`src/rtl/burst_fetch.sv`:
```
// -----------------------------------------------------------------------------
// burst_fetch
//
// AXI4 read-burst fetch engine. It streams a contiguous, word-aligned memory
// region into the downstream byte FIFO that feeds the lexer. The region is
// fetched as INCR bursts of at most BURST_LEN beats. A burst never crosses a
// 4 KB page, and a burst is only requested once the FIFO reports enough free
// words to absorb all of its beats.
//
// Ports
//   CCLK, CRST          clock; asynchronous active-high reset
//   START               one-cycle pulse, accepted only in IDLE
//   ABORT               stop after the in-flight burst completes
//   BASE_ADDR, LENGTH   start byte address (low bits ignored), length in words
//   FIFO_SPACE          free words in the downstream FIFO
//   BUSY, DONE, ERR     status: in progress, end-of-transfer pulse,
//                       sticky error flag (cleared by START)
//   O_VALID/O_DATA/O_LAST
//                       output word stream, one cycle after each R beat
//   M_AXI_AR*, M_AXI_R* AXI4 read address and read data channels
// -----------------------------------------------------------------------------
module burst_fetch #(
    parameter int ADDR_WIDTH  = 32,
    parameter int DATA_WIDTH  = 32,
    parameter int BURST_LEN   = 16,
    parameter int LEN_WIDTH   = 24,
    parameter int SPACE_WIDTH = 12
) (
    input  logic                   CCLK,
    input  logic                   CRST,
    input  logic                   START,
    input  logic                   ABORT,
    input  logic [ADDR_WIDTH-1:0]  BASE_ADDR,
    input  logic [LEN_WIDTH-1:0]   LENGTH,
    input  logic [SPACE_WIDTH-1:0] FIFO_SPACE,
    output logic                   BUSY,
    output logic                   DONE,
    output logic                   ERR,
    output logic                   O_VALID,
    output logic [DATA_WIDTH-1:0]  O_DATA,
    output logic                   O_LAST,
    output logic [ADDR_WIDTH-1:0]  M_AXI_ARADDR,
    output logic [7:0]             M_AXI_ARLEN,
    output logic [2:0]             M_AXI_ARSIZE,
    output logic [1:0]             M_AXI_ARBURST,
    output logic                   M_AXI_ARVALID,
    input  logic                   M_AXI_ARREADY,
    input  logic [DATA_WIDTH-1:0]  M_AXI_RDATA,
    input  logic [1:0]             M_AXI_RRESP,
    input  logic                   M_AXI_RLAST,
    input  logic                   M_AXI_RVALID,
    output logic                   M_AXI_RREADY
);

    localparam int BYTES = DATA_WIDTH / 8;
    localparam int LSB   = $clog2(BYTES);
    // Common width for comparing beat counts (<= 4096, 13 bits) against the
    // length and space registers without truncating either side.
    localparam int CW0   = (LEN_WIDTH > SPACE_WIDTH) ? LEN_WIDTH : SPACE_WIDTH;
    localparam int CW    = (CW0 > 13) ? CW0 : 13;

    typedef enum logic [2:0] {
        ST_IDLE,
        ST_CALC,
        ST_AR,
        ST_R,
        ST_FIN
    } state_t;

    state_t                  state_q, state_d;
    logic [ADDR_WIDTH-1:0]   addr_q, addr_d;
    logic [LEN_WIDTH-1:0]    remaining_q, remaining_d;
    logic                    err_q, err_d;
    logic                    abort_q, abort_d;
    logic                    busy_q, busy_d;
    logic                    done_q, done_d;
    logic                    o_valid_q, o_valid_d;
    logic                    o_last_q, o_last_d;
    logic [DATA_WIDTH-1:0]   o_data_q, o_data_d;
    logic [ADDR_WIDTH-1:0]   araddr_q, araddr_d;
    logic [7:0]              arlen_q, arlen_d;
    logic                    arvalid_q, arvalid_d;
    logic                    rready_q, rready_d;

    // Beats for the next burst: the smallest of the burst limit, the words
    // still owed, and the words left before the next 4 KB page boundary.
    // addr_q is word-aligned, so the page division is exact.
    logic [12:0] page_beats;
    logic [12:0] cap_beats;
    logic [12:0] beats;
    logic        space_ok;
    logic        beat;
    logic        rresp_bad;

    assign page_beats = (13'd4096 - {1'b0, addr_q[11:0]}) >> LSB;
    assign cap_beats  = (page_beats < 13'(BURST_LEN)) ? page_beats : 13'(BURST_LEN);
    assign beats      = (CW'(remaining_q) < CW'(cap_beats)) ? 13'(remaining_q) : cap_beats;
    assign space_ok   = CW'(FIFO_SPACE) >= CW'(beats);
    assign beat       = M_AXI_RVALID & rready_q;
    assign rresp_bad  = M_AXI_RRESP != 2'b00;

    always_comb begin
        // NOTE: every *_d gets a default before the case statement, so no path
        // leaves a variable unassigned and no latch is inferred.
        state_d     = state_q;
        addr_d      = addr_q;
        remaining_d = remaining_q;
        err_d       = err_q;
        abort_d     = abort_q;
        busy_d      = busy_q;
        done_d      = 1'b0;
        o_valid_d   = 1'b0;
        o_last_d    = 1'b0;
        o_data_d    = o_data_q;
        araddr_d    = araddr_q;
        arlen_d     = arlen_q;
        arvalid_d   = arvalid_q;
        rready_d    = rready_q;

        case (state_q)
            ST_IDLE: begin
                if (START) begin
                    addr_d      = BASE_ADDR & ~ADDR_WIDTH'(BYTES - 1);
                    remaining_d = LENGTH;
                    err_d       = 1'b0;
                    abort_d     = 1'b0;
                    busy_d      = 1'b1;
                    state_d     = (LENGTH == '0) ? ST_FIN : ST_CALC;
                end
            end

            ST_CALC: begin
                // Nothing is outstanding on the bus here, so abort is immediate.
                if (ABORT) begin
                    state_d = ST_FIN;
                end else if (space_ok) begin
                    araddr_d  = addr_q;
                    arlen_d   = 8'(beats - 13'd1);
                    arvalid_d = 1'b1;
                    state_d   = ST_AR;
                end
            end

            ST_AR: begin
                if (ABORT) abort_d = 1'b1;
                if (M_AXI_ARREADY) begin
                    arvalid_d = 1'b0;
                    rready_d  = 1'b1;
                    state_d   = ST_R;
                end
            end

            ST_R: begin
                if (ABORT) abort_d = 1'b1;
                if (beat) begin
                    remaining_d = remaining_q - LEN_WIDTH'(1);
                    addr_d      = addr_q + ADDR_WIDTH'(BYTES);
                    // After the first bad response nothing more is forwarded,
                    // but beats are still accepted to finish the burst legally.
                    if (rresp_bad) begin
                        err_d = 1'b1;
                    end else if (!err_q) begin
                        o_valid_d = 1'b1;
                        o_data_d  = M_AXI_RDATA;
                        o_last_d  = (remaining_q == LEN_WIDTH'(1));
                    end
                    // An early RLAST simply ends the burst; remaining already
                    // reflects the beats actually received.
                    if (M_AXI_RLAST) begin
                        rready_d = 1'b0;
                        if (remaining_q == LEN_WIDTH'(1) || rresp_bad || err_q ||
                            abort_q || ABORT)
                            state_d = ST_FIN;
                        else
                            state_d = ST_CALC;
                    end
                end
            end

            ST_FIN: begin
                done_d  = 1'b1;
                busy_d  = 1'b0;
                state_d = ST_IDLE;
            end

            default: state_d = ST_IDLE;
        endcase
    end

    // NOTE: sequential state uses non-blocking assignments only, so every
    // register samples the pre-edge value of every other register.
    always_ff @(posedge CCLK or posedge CRST) begin
        if (CRST) begin
            state_q     <= ST_IDLE;
            addr_q      <= '0;
            remaining_q <= '0;
            err_q       <= 1'b0;
            abort_q     <= 1'b0;
            busy_q      <= 1'b0;
            done_q      <= 1'b0;
            o_valid_q   <= 1'b0;
            o_last_q    <= 1'b0;
            o_data_q    <= '0;
            araddr_q    <= '0;
            arlen_q     <= '0;
            arvalid_q   <= 1'b0;
            rready_q    <= 1'b0;
        end else begin
            state_q     <= state_d;
            addr_q      <= addr_d;
            remaining_q <= remaining_d;
            err_q       <= err_d;
            abort_q     <= abort_d;
            busy_q      <= busy_d;
            done_q      <= done_d;
            o_valid_q   <= o_valid_d;
            o_last_q    <= o_last_d;
            o_data_q    <= o_data_d;
            araddr_q    <= araddr_d;
            arlen_q     <= arlen_d;
            arvalid_q   <= arvalid_d;
            rready_q    <= rready_d;
        end
    end

    assign BUSY          = busy_q;
    assign DONE          = done_q;
    assign ERR           = err_q;
    assign O_VALID       = o_valid_q;
    assign O_DATA        = o_data_q;
    assign O_LAST        = o_last_q;
    assign M_AXI_ARADDR  = araddr_q;
    assign M_AXI_ARLEN   = arlen_q;
    assign M_AXI_ARSIZE  = 3'(LSB);
    assign M_AXI_ARBURST = 2'b01;
    assign M_AXI_ARVALID = arvalid_q;
    assign M_AXI_RREADY  = rready_q;

endmodule

```
`config.mk`:
```
export PLATFORM = sky130hd
export DESIGN_NAME = burst_fetch
export DESIGN_NICKNAME = d
export VERILOG_FILES = /design/src/rtl/burst_fetch.sv
export SDC_FILE = /design/constraint.sdc
export NUM_CORES = 1
export LEC_CHECK = 0
export BUFFER_PORTS_ARGS = -buffer_cell sky130_fd_sc_hd__buf_2
export CORE_AREA = 2 2 132 134
export DETAILED_ROUTE_END_ITERATION = 6
export DIE_AREA = 0 0 134 136
export PLACE_DENSITY = 0.69
export REMOVE_ABC_BUFFERS = 1
export SYNTH_ARGS = -nofsm -noshare
export SYNTH_HDL_FRONTEND = slang
export SYNTH_SLANG_ARGS = --single-unit
```
`constraint.sdc`:
```
create_clock -name CCLK -period 5.95 [get_ports CCLK]
set_input_delay 1.19 -clock CCLK [delete_from_list [all_inputs] [get_ports CCLK]]
set_output_delay 1.19 -clock CCLK [all_outputs]
set_load 0.02 [all_outputs]
```
# After elaboration in Yosys (flattened, before gate mapping)

Cells that the tools add are included.

$add $sub $neg: 4
Magnitude comparators: 3
Eq/ne operators: 14
Multiplexer cells: 42
Bitwise operators: 4
Reductions and logical operators: 22

Operator list:

| kind                   | count |
|---|---|
| $mux 32                | 2 |
| $pmux 32 s2            | 1 |
| $mux 24                | 2 |
| $pmux 24 s2            | 1 |
| $add 32x3->32 const B  | 1 |
| $eq 24x1->1 const B    | 1 |
| $logic_not 24->1       | 1 |
| $lt 24x11->1           | 1 |
| $mux 3                 | 8 |
| $sub 24x1->24 const B  | 1 |
| $mux 1                 | 20 |
| $reduce_and 4->1       | 4 |
| $ne 2x2->1 const B     | 7 |
| $ge 12x13->1           | 1 |
| $mux 13                | 1 |
| $sub 13x12->13 const A | 1 |
| $pmux 3 s4             | 1 |
| $reduce_bool 2->1      | 6 |
| $lt 11x5->1 const B    | 1 |
| $mux 11                | 1 |
| $pmux 1 s2             | 5 |
| $reduce_and 3->1       | 3 |
| $sub 8x1->8 const B    | 1 |
| $eq 3x2->1 const B     | 2 |
| 11 further kinds       | 16 |

Register bits after elaboration: 139
Input port bits: 109

# Logic depth before layout (Yosys ltp)

Depth after elaboration: 9
Mapped depth: 23

# Worst setup path before layout

Ideal clock, no wire load.

Kind: register to register
From: register addr_q[3]
To: register araddr_q[4], in the netlist M_AXI_ARADDR[4]
Setup time: 0.128 ns
Data arrival time: 5.112 ns
Data required time: 5.822 ns
Path slack: 0.711 ns
Stages on the path, launching flop included: 24
Buffers on the path: 3
Period minus slack after synthesis: 5.239 ns
Cells stage by stage: dfrtp_1 clkbuf_1 inv_1 ha_1 nor3b_2 mux2i_1 nor2_1 nand2_1 ha_1 or4_1 a2111oi_2 o41ai_4 clkbuf_1 a31oi_1 inv_1 ha_1 nand2b_1 a211oi_1 o31a_1 o211ai_1 o22ai_1 nor3_2 buf_4 mux2_1

Cells in the longest elaborated chain, start to end: 7

Ends and longest elaborated chain:

| item                                  | RTL line | text |
|---|---|---|
| start, declared                       | 71       | `logic [ADDR_WIDTH-1:0] addr_q, addr_d;` |
| start signal, assigned                | 210      | `addr_q <= addr_d;` |
| $sub 13x12->13 (*)                    | 95       | `assign page_beats = (13'd4096 - {1'b0, addr_q[11:0]}) >> LSB;` |
| $lt 11x5->1                           | 96       | `assign cap_beats = (page_beats < 13'(BURST_LEN)) ? page_beats : 13'(BURST_LEN);` |
| $mux 11 (*)                           | 96       |  |
| $lt 24x11->1                          | 97       | `assign beats = (CW'(remaining_q) < CW'(cap_beats)) ? 13'(remaining_q) : cap_beats;` |
| $mux 13 (*)                           | 97       |  |
| $ge 12x13->1 (*)                      | 98       | `assign space_ok = CW'(FIFO_SPACE) >= CW'(beats);` |
| $reduce_and 3->1 (no source line) (*) | n/a      |  |
| end signal, assigned                  | 219      | `araddr_q <= araddr_d;` |
| end, declared                         | 80       | `logic [ADDR_WIDTH-1:0] araddr_q, araddr_d;` |

Mark *: on every way between the ends. The rest lies on a longest branch, timed or not.
A chain may end at the register's enable or synchronous reset.

# Worst setup path in the final report

From: register addr_q[2]
To: register araddr_q[22], in the netlist M_AXI_ARADDR[22]

The elaborated chain is that of the path after synthesis.

==> summary.md <==
| Metric | Value |
|---|---|
| Global Route Usage Sum | 21.42% |
| Max IR drop VDD | 0.0002179 V |
| Flop pwr share | between 30% and 40% |
| Row count | 48 |
| Port Buffer Count | 183 |
| Worst Path Buf+Inv | 3 |
| Placer congestion estimate | ~0.87 |
| Iter 0 DRT Violations | 414 |
| Largest net degree at the start of global routing | around 90 |
| Setup crit start kind | register |
| Comb power frac | between 30% and 40% |
| Avg Inst Size Synth | around 9.5 um2 |
| Synth Register Bits | 135 |
| Rel. slew slack | about 47% |
| Library cells used by synthesis | 59 |
| Fraction of registers with async set/reset | 100.0% |
| Final Non-Filler Cells | 1195 |
| CTS sink count | 135 |
| CTS tree | built |
| CP required | ~6.2 ns |
| First-pass GRT wire length | roughly 31 mm |
| Worst hold stages | 1 |
| Initial DRT Pass Iterations | 6 |
| Synthesis-to-finish area growth | 22.93% |
| # setup viols final | 0 |
| Worst EP arrival | ~5.9 ns |
| DIE AREA | 18220 um2 |
| # Max-Cap Violations | 0 |
| H-tree Lvls | 4 |
| Die W | 134 um |
| Synthesized area | ~7400 um2 |
| Vias per cell | between 5 and 6 |
| CTS buffer count | 17 |
| Critical-path cell list | inv_1 > ha_1 > nor3b_2 > mux2i_1 > nor2_2 > nand2_1 > ha_1 > or4_1 > a2111oi_2 > o41ai_4 > a31oi_1 > inv_1 > ha_1 > nand2b_1 > a211oi_1 > o31a_1 > o211ai_1 > o22ai_1 > nor3_4 > buf_4 > mux2_1 |
| Leading post-synthesis cells by cell area | dfrtp_1 46%, a21oi_1 6.1%, mux2_1 5.6%, mux2_2 5.0%, ha_1 4.4% |
| Worst-path clk slew | 0.05 ns |
| Total grt overflow | 0 |
| Crit. End Element | register |
| Top_reg_cell synth | dfrtp_1 |
| Post-CTS Hold Fix Bufs | 0 |
| Yosys top cell area share | a little under half |
| Crit path max fanout | 15 |
| Fraction of layout cells with a size suffix above 1 | 28.25% |
| I/O pins | slightly below 200 |
| Worst hold start | M_AXI_ARADDR[23]$_DFFE_PP0P_ |
| Clock latency on the worst-skew pair | approximately 0.4 ns |
| Layout Nets | around 1100 |
| Root cell of the clock tree | clkbuf_16 |
| Vias in the first global route | around 6300 |
| Sw frac | 41.36% |
| DR WL/cell | around 16 um |
| RSZ-0062 raised after global routing | false |
| Fin. Hold Viols | 0 |
| Top cell by count, worst path | ha_1 |
| Postcts setup bufs | 0 |
| Number of antenna violations at the first check in global routing | 0 |
| Power share of the clock group | 22.9% |
| TNS Setup | 0 ns |
| R2r setup slk | between 0.3 and 0.4 ns |
| Min Tclk post-route | roughly 5.6 ns |
| DRT antenna net count | 0 |
| Total Wirelength | slightly below 20 mm |
| Delay-heaviest family, CP | compound AO/OA/AOI/OAI gates |
| Syn Inst Count | ~800 |
| Final HPWL DP | 13.57 mm |
| Max Freq | 0.1797 GHz |
| PwrDens | between 400 and 500 nW/um2 |
| Via count | 6575 |
| Critical path class | reg2reg |
| Max Slew Vio Count | 0 |
| Seq/Total Area, Yosys | 45.63% |
| DRC viols | 0 |
| Crit Reg-Reg Startpoint | addr_q[2]$_DFFE_PP0P_ |
| Clk buf depth | 2 |
| DP Cell Count | 1165 |
| Worst-margin pin slew | 0.7971 ns |
| Yosys top cell by area | dfrtp_1 |
| Antenna diodes | 0 |
| Initial Util | between 40 and 50% |
| Height of the die | 136 um |
| CP max stage delay | 0.42 ns |
| Core area | approximately 17000 um2 |
| Worst r2r path cells | 21 |
| WHS Endpoint | M_AXI_ARADDR[23]$_DFFE_PP0P_ |
| Min-delay worst type | reg2reg |
| Critical path's slowest cell | or4_1 |
| Status | completed |
| R2R Path End | M_AXI_ARADDR[22]$_DFFE_PP0P_ |
| Tcrit/Tclk final | about 94% |
| Worst Skew | 0.01256 ns |
| Synth warn | 0 |
| Internal power | between 2 and 3 mW |
| Net Sw Power | between 1.5 and 2 mW |
| EDFF count, synth | 0 |
| LEAKAGE | around 4.2 nW |
-- worst register-to-register path, stage by stage (launching register included) --
cell and delay, ns:
dfrtp_1 0.37, inv_1 0.12, ha_1 0.23, nor3b_2 0.25, mux2i_1 0.20, nor2_2 0.38, nand2_1 0.13, ha_1 0.23
or4_1 0.42, a2111oi_2 0.41, o41ai_4 0.23, a31oi_1 0.38, inv_1 0.08, ha_1 0.27, nand2b_1 0.09, a211oi_1 0.07
o31a_1 0.32, o211ai_1 0.16, o22ai_1 0.20, nor3_4 0.29, buf_4 0.28, mux2_1 0.35
-- cell usage in the layout, fill, tap and decap left out, types with 4 or more instances in the layout --
master,n
a22oi_1,6
conb_1,14
o21ai_0,50
and3_1,5
nand4_1,7
xnor2_1,6
clkinv_2,5
a2bb2oi_1,5
nand2_1,72
a21o_1,4
nor4_1,15
clkbuf_16,17
mux2_2,33
o21ai_1,11
nor3_1,22
dfrtp_1,135
nand3_1,25
ha_1,26
a31oi_1,9
a21oi_1,89
inv_1,18
nor2_1,62
nand2b_1,6
o211ai_1,4
buf_4,14
mux2_1,37
o22ai_1,19
or3_1,10
buf_2,183
-- kinds of logic (layout without fill, tap and decap cells) --
group / Yosys count / in the layout / share of synthesized area [%]
AOI/OAI and AO/OA: 221 / 221 / 17.63
muxes: 73 / 73 / 11.05
other: 2 / 14 / 0.1014
buffers and inverters: 72 / 247 / 4.242
and+or+nand+nor: 246 / 246 / 16.00
xor gates and xnor gates: 8 / 8 / 0.9465
adders and majority gates: 26 / 26 / 4.394
DFF: 135 / 135 / 45.63
-- metrics by stage --
| step | setup slack [ns] | utilization, % | cell area, um2 | power (mW) | hold slack (ns) |
|---|---|---|---|---|---|
| after floorplan | -0.4096 | - | 7206 | 2.725 | 0.4570 |
| after global placement | 0.2902 | 50.72 | 8559 | 3.267 | 0.4648 |
| after detailed placement | 0.2173 | 50.72 | 8559 | 3.311 | 0.4706 |
| after CTS | 0.2058 | 53.91 | 9099 | 4.301 | 0.4834 |
| after global routing | 0.02673 | 53.93 | 9101 | 4.594 | 0.4930 |
| final | 0.3849 | 53.93 | 9101 | 4.285 | 0.4772 |
-- registers in the layout, summed over array words and instances, names as in the netlist --
register,flops
BUSY,1
DONE,1
ERR,1
M_AXI_ARADDR,30
M_AXI_ARLEN,8
M_AXI_ARVALID,1
M_AXI_RREADY,1
O_DATA,32
O_LAST,1
O_VALID,1
abort_q,1
addr_q,30
remaining_q,24
state_q,3
-- layout make-up --
class	count	area (um2)
sequential	135	3378
fill	1546	7775
multi-input combinational	588	3785
timing repair buffer	198	1041
clock buffer	21	460.4
clock inverter	9	78.83
tap	225	281.5
inverter	19	76.32
-- cells in the mapped netlist (4+ instances only) --
cell and number:
dfrtp_1 135, a21oi_1 90, nand2_1 73, nor2_1 63, o21ai_0 50, clkbuf_1 38
mux2_1 37, mux2_2 33, ha_1 26, nand3_1 25, nor3_1 23, inv_1 19
o22ai_1 19, nor4_1 15, buf_4 11, o21ai_1 11, or3_1 10, a31oi_1 9
nand4_1 7, a22oi_1 6, nand2b_1 6, xnor2_1 6, a2bb2oi_1 5, and3_1 5
a21o_1 4, o211ai_1 4
-- power by group through the flow --
stage | sequential, mW | clock (mW) | combinational (mW)
CTS | 1.61 | 0.995 | 1.69
finish | 1.62 | 0.981 | 1.69
global placement | 1.62 | 0 | 1.65
detailed placement | 1.62 | 0 | 1.69
floorplan | 1.76 | 0 | 0.966
global route | 1.67 | 1.04 | 1.88
-- timing repair --
action                                  in CTS  in global routing
hold endpoints to repair                     0                  0
resized for setup                            0                  1
endpoints found under the setup margin       0                 39
-- layer usage --
metal / vias up / routed length, um / GRT usage (%)
met5: - / 0 / 0
met4: 0 / 519 / 8.333
met3: 30 / 1252 / 6.152
met2: 231 / 8905 / 33.79
met1: 3131 / 8549 / 27.94
li1: 3183 / - / -
-- worst max path at each step --
stage | from | endpoint | slack (ns) | depth (start not counted)
global route | addr_q[2]$_DFFE_PP0P_ | M_AXI_ARADDR[22]$_DFFE_PP0P_ | 0.03 | 21
finish | addr_q[2]$_DFFE_PP0P_ | M_AXI_ARADDR[22]$_DFFE_PP0P_ | 0.38 | 21
global placement | addr_q[2]$_DFFE_PP0P_ | M_AXI_ARADDR[22]$_DFFE_PP0P_ | 0.29 | 21
CTS | addr_q[2]$_DFFE_PP0P_ | M_AXI_ARADDR[22]$_DFFE_PP0P_ | 0.21 | 21
detailed placement | addr_q[2]$_DFFE_PP0P_ | M_AXI_ARADDR[22]$_DFFE_PP0P_ | 0.22 | 21
floorplan | addr_q[2]$_DFFE_PP0P_ | M_AXI_ARADDR[4]$_DFFE_PP0P_ | -0.41 | 20
(Power assumes the default switching activity.)
